<file path="src/rtl/logic_unit_arbiter.sv">
// Two-requester round-robin front end for a shared WIDTH-bit bitwise logic unit.
// One operation in flight; the registered result is held until the consumer takes it.
module logic_unit_arbiter #(
    parameter int WIDTH = 32
) (
    input  logic             clk,
    input  logic             reset,
    input  logic             req0_valid,
    output logic             req0_ready,
    input  logic [WIDTH-1:0] req0_a,
    input  logic [WIDTH-1:0] req0_b,
    input  logic [1:0]       req0_op,
    input  logic             req1_valid,
    output logic             req1_ready,
    input  logic [WIDTH-1:0] req1_a,
    input  logic [WIDTH-1:0] req1_b,
    input  logic [1:0]       req1_op,
    output logic             resp_valid,
    input  logic             resp_ready,
    output logic             resp_id,
    output logic [WIDTH-1:0] resp_data,
    output logic             busy
);

    typedef enum logic [1:0] {
        IDLE = 2'd0,
        EXEC = 2'd1,
        RESP = 2'd2
    } state_t;

    state_t           state_r;
    logic             ptr_r;
    logic             id_r;
    logic [1:0]       op_r;
    logic [WIDTH-1:0] a_r;
    logic [WIDTH-1:0] b_r;
    logic             resp_valid_r;
    logic             resp_id_r;
    logic [WIDTH-1:0] resp_data_r;
    logic             busy_r;

    logic             gnt_valid_s;
    logic             gnt_id_s;

    function automatic logic [WIDTH-1:0] logic_op(input logic [1:0]       op,
                                                  input logic [WIDTH-1:0] a,
                                                  input logic [WIDTH-1:0] b);
        logic [WIDTH-1:0] r;
        case (op)
            2'b00:   r = a & b;
            2'b01:   r = a | b;
            2'b10:   r = ~(a | b);
            default: r = a ^ b;
        endcase
        return r;
    endfunction

    // Grant decision: only in IDLE; on contention the pointer picks the winner.
    always_comb begin
        gnt_valid_s = 1'b0;
        gnt_id_s    = 1'b0;
        if (state_r == IDLE) begin
            if (req0_valid && req1_valid) begin
                gnt_valid_s = 1'b1;
                gnt_id_s    = ptr_r;
            end else if (req0_valid) begin
                gnt_valid_s = 1'b1;
                gnt_id_s    = 1'b0;
            end else if (req1_valid) begin
                gnt_valid_s = 1'b1;
                gnt_id_s    = 1'b1;
            end else begin
                gnt_valid_s = 1'b0;
                gnt_id_s    = 1'b0;
            end
        end else begin
            gnt_valid_s = 1'b0;
            gnt_id_s    = 1'b0;
        end
    end

    assign req0_ready = gnt_valid_s & ~gnt_id_s;
    assign req1_ready = gnt_valid_s &  gnt_id_s;

    // Control FSM with operand latch and registered response outputs.
    always_ff @(posedge clk or posedge reset) begin
        if (reset) begin
            state_r      <= IDLE;
            ptr_r        <= 1'b0;
            id_r         <= 1'b0;
            op_r         <= 2'b00;
            a_r          <= '0;
            b_r          <= '0;
            resp_valid_r <= 1'b0;
            resp_id_r    <= 1'b0;
            resp_data_r  <= '0;
            busy_r       <= 1'b0;
        end else begin
            case (state_r)
                IDLE: begin
                    if (gnt_valid_s) begin
                        id_r    <= gnt_id_s;
                        a_r     <= gnt_id_s ? req1_a  : req0_a;
                        b_r     <= gnt_id_s ? req1_b  : req0_b;
                        op_r    <= gnt_id_s ? req1_op : req0_op;
                        ptr_r   <= ~gnt_id_s;
                        busy_r  <= 1'b1;
                        state_r <= EXEC;
                    end
                end
                EXEC: begin
                    resp_data_r  <= logic_op(op_r, a_r, b_r);
                    resp_id_r    <= id_r;
                    resp_valid_r <= 1'b1;
                    state_r      <= RESP;
                end
                RESP: begin
                    // resp_data/resp_id intentionally keep their last value after transfer.
                    if (resp_ready) begin
                        resp_valid_r <= 1'b0;
                        busy_r       <= 1'b0;
                        state_r      <= IDLE;
                    end
                end
                default: begin
                    resp_valid_r <= 1'b0;
                    busy_r       <= 1'b0;
                    state_r      <= IDLE;
                end
            endcase
        end
    end

    assign resp_valid = resp_valid_r;
    assign resp_id    = resp_id_r;
    assign resp_data  = resp_data_r;
    assign busy       = busy_r;

endmodule

</file>
<file path="config.mk">
export PLATFORM = sky130hd
export DESIGN_NAME = logic_unit_arbiter
export DESIGN_NICKNAME = d
export VERILOG_FILES = /design/src/rtl/logic_unit_arbiter.sv
export SDC_FILE = /design/constraint.sdc
export NUM_CORES = 1
export LEC_CHECK = 0
export BUFFER_PORTS_ARGS = -buffer_cell sky130_fd_sc_hd__buf_2
export CAP_MARGIN = 25
export CORE_MARGIN = 5
export CORE_UTILIZATION = 50
export CTS_BUF_LIST = sky130_fd_sc_hd__clkbuf_8 sky130_fd_sc_hd__clkbuf_16
export DETAILED_ROUTE_END_ITERATION = 8
export PLACE_DENSITY = 0.77
export SLEW_MARGIN = 15
export SYNTH_ARGS = -nofsm -noshare
export SYNTH_HDL_FRONTEND = slang
export SYNTH_SLANG_ARGS = --single-unit
</file>
<file path="constraint.sdc">
create_clock -name clk -period 4.9 [get_ports clk]
set_input_delay 0.245 -clock clk [delete_from_list [all_inputs] [get_ports clk]]
set_output_delay 0.245 -clock clk [all_outputs]
set_load 0.02 [all_outputs]
</file>
==> impl_results.md, run 1 <==
* Status: complete, no violations
* HP Class: primary input to flip-flop
* Setup repair bufs after CTS at 0
* Synth cell count leaders: dfrtp_1 (105), inv_1 (67), a221o_1 (66), a21oi_1 (65), ha_1 (64)
* Root Driver: clkbuf_16
* CTS sink cnt at 105
* Crit path max-delay family: simple AND/OR/NAND/NOR gates
* Largest cells by area after synthesis: dfrtp_1 (44%), ha_1 (13%), a221o_1 (11%), a21oi_1 (5.4%), mux2i_1 (5.4%)
* Synth Register Bits at 105
* Uppermost layer routed: met5
* GP Congestion at 0.8309
* Relative slew slack at 35.01%
* Crit path cell chain: nor2_4 > and3_2 > buf_2
* Synth Net Count at 801
* Minimum clock period at 2.966 ns
* Die width at 119.3 um
* CP Data Required Time at 4.66 ns
* IO buf count at 173
* CP Class: flip-flop to output pin
* Number of synthesized flops with an enable pin at 0
* Finish-stage setup viols at 0
* Post-synth top area share at 44.02%
* Final WL at 16.30 mm
* Slowest-stage cell, CP: and3_2
* IR drop worst, VDD at 275.9 uV
* DR iter-0 viols at 344
* Hpwl dp at 11.53 mm
* CTS Hold Bufs at 1
* Row count at 40
* Worst-margin pin slew at 0.9749 ns
* Synth cell types at 25
* Fmax at 337.1 MHz
* FF+latch area at 2628 um2
* CTS Buf Count at 9
* Area occupied by multi-input gates at 2858 um2
* Vias post-DR at 5159
* Unrepaired setup endpoints after global routing: no
* Worst hold slack at 0.1208 ns
* Gr ovfl total at 0
* Avg WL per Cell at 18.29 um
* Final worst slack at 1.934 ns
* Routed Antenna Nets at 0
* CP arrival at 2.72 ns
* Pwr Density at 667.2 nW/um2
* Leakage at 3.610 nW
* Residual DRC count at 0
* Share of flip-flops with an asynchronous set or reset at 100.0%
* Die area at 14220 um2
* Synth Cell Area at 5969 um2
* Met3 wire len at 1.155 mm
* Final hold violations at 0
* M1 WL at 6.626 mm
* Crit start category: flip-flop
* Number of H-tree levels at 3
* Setup slack at placement at 2.260 ns
* Initial Util at 50.33%
* Core area at 11860 um2
* Max cap viols at 0
* CTS resizes at 0
* Share of layout cells above drive strength 1 at 27.05%
* Slew Limit Fails at 0
* Fill count at 1015
* Synth Warn # at 0
* Final TNS setup at 0 ns
* Area Growth Syn to Fin at 19.49%
* Largest net degree at the start of global routing at 60
* Leading area contributor after synthesis: dfrtp_1
* IO Pins at 174
* GRT Overall Usage at 23.02%
* Worst Path Max Fanout at 49
* Vias per inst at 5.790
* Die Ht at 119.3 um
* Later-pin clock latency in the skew report at 0.35 ns
* Met2 WL at 8.183 mm
* Drt first pass iters at 5
* Cell count after synthesis at 600
* NumNets Final at 942
* Skew final at 0.007095 ns
* Slowest stage delay, CP at 0.98 ns
* Antenna violations before repair at 2
* CTS Buffer Depth at 2
* Setup crit end kind: output pin
* Critical path buffers and inverters at 1
* Top_reg_cell synth: dfrtp_1
* Period utilization at 60.54%
* Number of global-route vias before repair at 5436
* CTS tree: built
* Clock transition at the registers of the reported paths at 0.07 ns
* Sequential fraction of the synthesis area at 44.02%
* Global-route wire length before repair at 26.35 mm
* Syn avg cell area at 9.949 um2
* Dominant cell by count in the synthesized netlist: dfrtp_1
-- registers in the layout (all words and copies together) (netlist names) --
register    cells
a_r            32
b_r            32
resp_data      32
op_r            2
state_r         2
busy            1
id_r            1
ptr_r           1
resp_id         1
resp_valid      1
-- routing by layer --
layer / track usage [%] / vias to the layer above
li1: - / 2419
met1: 28.34 / 2505
met2: 39.77 / 203
met3: 4.891 / 30
met4: 8.255 / 2
met5: 0 / -
-- report_power, final --
part | switching (mW) | internal [mW]
clock | 0.300 | 0.346
combinational | 1.49 | 1.03
sequential | 0.299 | 1.30
-- through the flow --
step,instances,cell area (um2),power (mW),utilization (%)
final,891,7133,4.759,60.14
after global routing,891,7133,5.150,60.14
after floorplan,600,5969,3.406,-
after CTS,890,7131,4.784,60.12
after global placement,875,6849,3.965,57.74
after detailed placement,876,6869,4.117,57.91
-- area by class of cell --
type / count / share of cell area [%]
multi-input cells: 375 / 40.06
flip-flops and latches: 105 / 36.84
repair buffers: 183 / 13.40
inverters: 67 / 3.561
clock buffers: 10 / 3.350
well taps: 147 / 2.578
clock inverters: 3 / 0.1754
diodes: 1 / 0.03508
-- worst reg2reg max path: stages, from the launching register on --
cell and delay, ns:
dfrtp_1 0.46, nor2_4 0.61, and3_2 0.99, buf_4 0.41, a221o_1 0.21
-- cell families (layout without fill, tap and decap cells) --
group,count (synthesis),in the layout,share of synthesized area (%)
buffers and inverters,120,263,8.363
AOI/OAI and AO/OA,202,202,23.47
DFF,105,105,44.02
adders and majority gates,64,64,13.41
and+or+nand+nor,76,76,5.177
muxes,33,33,5.554
other,0,1,0
-- final timing paths --
check / from / end / slack (ns) / cells past startpoint
worst max-delay path: state_r[0] / req0_ready / 1.93 / 3
worst min-delay path: req0_a[12] / a_r[12] / 0.12 / 2
worst max register to register: state_r[0] / a_r[21] / 2.16 / 4
worst min register to register: id_r / id_r / 0.49 / 1
max in group asynchronous: reset / resp_data[16] / 3.20 / 4
min in group asynchronous: reset / a_r[12] / 0.50 / 3
-- cell usage in the layout, fill, tap and decap left out, types with 2 or more instances in the layout --
cell type,Yosys,routed
a21oi_1,65,65
buf_4,0,8
buf_2,15,173
inv_1,67,68
and3_2,0,2
a221o_1,66,66
or2_2,2,2
a31oi_1,32,32
nor2_1,33,33
nand2_1,34,34
o21ai_0,32,32
ha_1,64,64
a21o_1,3,3
mux2i_1,32,32
dfrtp_1,105,105
a21boi_0,2,2
clkbuf_16,0,9
(Power assumes the default switching activity.)
==> run 2: changes to the inputs <==
- clock period: 4.9 -> 2.8 ns (I/O delays scaled with it)
==> impl_results.md, run 2 (synthesis results as in run 1) <==
* Status: complete, no violations
* Reg-to-reg slack, setup at 0.76 ns (-1.40 ns)
* Setup crit end kind: output pin
* CTS Buf Count at 9 (unchanged)
* Share of layout cells above drive strength 1 at 27.77% (+0.72 points)
* Vias per inst at 5.817 (+0.46%)
* Residual DRC count at 0 (unchanged)
* Fmax at 413.8 MHz
* Global-route wire length before repair at 27.04 mm (+2.6%)
* CTS tree: built
* Most frequent cells in the layout: buf_2 (173), dfrtp_1 (105), inv_1 (67)
* CP Class: flip-flop to output pin
* Critical R2R Launch: state_r[0]
* Total power at 8.621 mW (+81%)
* Leakage at 3.662 nW (+1.4%)
* Placed instance area at 6913 um2 (+0.64%)
* Period utilization at 86.31%
* Slew Limit Fails at 0 (unchanged)
* Final TNS setup at 0 ns (unchanged)
* NumNets Final at 946 (+0.42%)
* FF+latch area at 2628 um2 (unchanged)
* Fill count at 979 (-3.5%)
* Initial Util at 50.33% (unchanged)
* Largest net degree at the start of global routing at 106 (+77%)
* CTS resizes at 0 (unchanged)
* CP Data Required Time at 2.66 ns (-2.00 ns)
* Drt first pass iters at 5 (unchanged)
* Max cap viols at 0 (unchanged)
* Minimum clock period at 2.417 ns
* Gr ovfl total at 0 (unchanged)
* Post-Route Utilization at 61.15% (+1.0 points)
* Worst setup startpoint: state_r[0]
* Worst Path Max Fanout at 45 (-8.2%)
* GRT Overall Usage at 23.22% (+0.20 points)
* CTS Buffer Depth at 2 (unchanged)
* Worst-margin pin slew at 0.5921 ns (-0.3827 ns)
* Area occupied by multi-input gates at 2858 um2 (unchanged)
* Root Driver: clkbuf_16
* Vias post-DR at 5212 (+1.0%)
* Number of H-tree levels at 3 (unchanged)
* HP Class: primary input to flip-flop
* N_diodes at 0 (-1)
* Later-pin clock latency in the skew report at 0.35 ns (about the same)
* Post-route cell area at 7253 um2 (+1.7%)
* Die area at 14220 um2 (unchanged)
* Hpwl dp at 11.56 mm (+0.20%)
* Routed Antenna Nets at 0 (unchanged)
* Relative slew slack at 60.52% (+26 points)
* DR iter-0 viols at 393 (+14%)
* Number of global-route vias before repair at 5516 (+1.5%)
* Skew final at 0.006996 ns (-0.00009901 ns)
* CP arrival at 2.28 ns (-0.44 ns)
* Core area at 11860 um2 (unchanged)
* Final WL at 16.33 mm (+0.19%)
* Final hold violations at 0 (unchanged)
* IR drop worst, VDD at 522.6 uV (+89%)
* IO buf count at 173 (unchanged)
* Crit path to: req0_ready
* Die Ht at 119.3 um (unchanged)
* IO Pins at 174 (unchanged)
* Crit start category: flip-flop
* Worst hold slack at 0.01324 ns (-0.1075 ns)
* Pwr Density at 1189 nW/um2 (+78%)
* Antenna violations before repair at 0 (-2)
* CTS sink cnt at 105 (unchanged)
* Area Growth Syn to Fin at 21.50%
* Unrepaired setup endpoints after global routing: no
* Commonest non-fill, non-tap cell in the layout: buf_2
* GP Congestion at 0.8292 (-0.20%)
* Die width at 119.3 um (unchanged)
* Reg2Reg Depth at 4 (unchanged)
* Finish-stage setup viols at 0 (unchanged)
* Avg WL per Cell at 18.22 um (-0.37%)
* Clock transition at the registers of the reported paths at 0.07 ns (about the same)
* Row count at 40 (unchanged)
* FF-to-FF End: b_r[26]
-- run 2: cell count changes in the layout (fill, tap and decap cells not counted) --
cell / change
clkbuf_8: +2
bufinv_16: +2
buf_12: +1
buf_4: +3
inv_4: -1
clkinv_2: -1
clkinvlp_4: +1
inv_1: -1
diode_2: -1
-- run 2: worst min-delay path by stage --
stage	slack, ns	startpoint	endpoint	cells past startpoint
4_1_cts	0.009	req0_b[11]	b_r[11]	2
2_1_floorplan	0.29	req0_a[28]	a_r[28]	1
3_3_place_gp	0.34	reset	a_r[29]	3
6_report	0.01	req0_b[11]	b_r[11]	2
3_5_place_dp	0.37	reset	resp_data[29]	3
5_1_grt	0.01	req0_a[12]	a_r[12]	2
-- run 2: worst max-delay path, cell delays in order (launching register included) --
cell and delay [ns]:
dfrtp_1 0.44, nor2_4 0.36, and3_2 0.59, buf_12 0.30
buf_2 0.21
-- run 2: layer usage --
| layer | wire length [um] | share of wire, % | GRT usage, % | vias to the layer above |
|---|---|---|---|---|
| li1 | - | - | - | 2427 |
| met4 | 400 | 2.4 | 8.762 | 0 |
| met2 | 8120 | 50 | 38.75 | 193 |
| met1 | 6760 | 41 | 29.60 | 2550 |
| met3 | 1046 | 6.4 | 4.891 | 42 |
| met5 | 0 | 0 | 0 | - |
-- run 2: through the flow --
step	std cells	setup slack, ns
after CTS	896	0.3794
final	896	0.3834
after detailed placement	880	0.7638
after floorplan	600	1.254
after global placement	880	0.7935
after global routing	896	0.2297
-- run 2: report_power, final --
group | total [mW] | leakage [nW] | switching (mW) | internal (mW)
combinational | 4.43 | 2.24 | 2.60 | 1.83
sequential | 2.79 | 1.25 | 0.512 | 2.28
clock | 1.40 | 0.166 | 0.551 | 0.849
-- run 2: repair_timing --
item / CTS / global route
hold buffers: 1 / 0
setup buffers: 0 / 0
endpoints found under the hold margin: 10 / 0
-- run 2: cell type report --
type                    instances  share of cell area [%]
inverters                      67                   3.519
repair buffers                187                   13.77
multi-input cells             375                   39.40
clock buffers                  12                   3.674
clock inverters                 3                  0.8798
well taps                     147                   2.536
flip-flops and latches        105                   36.23
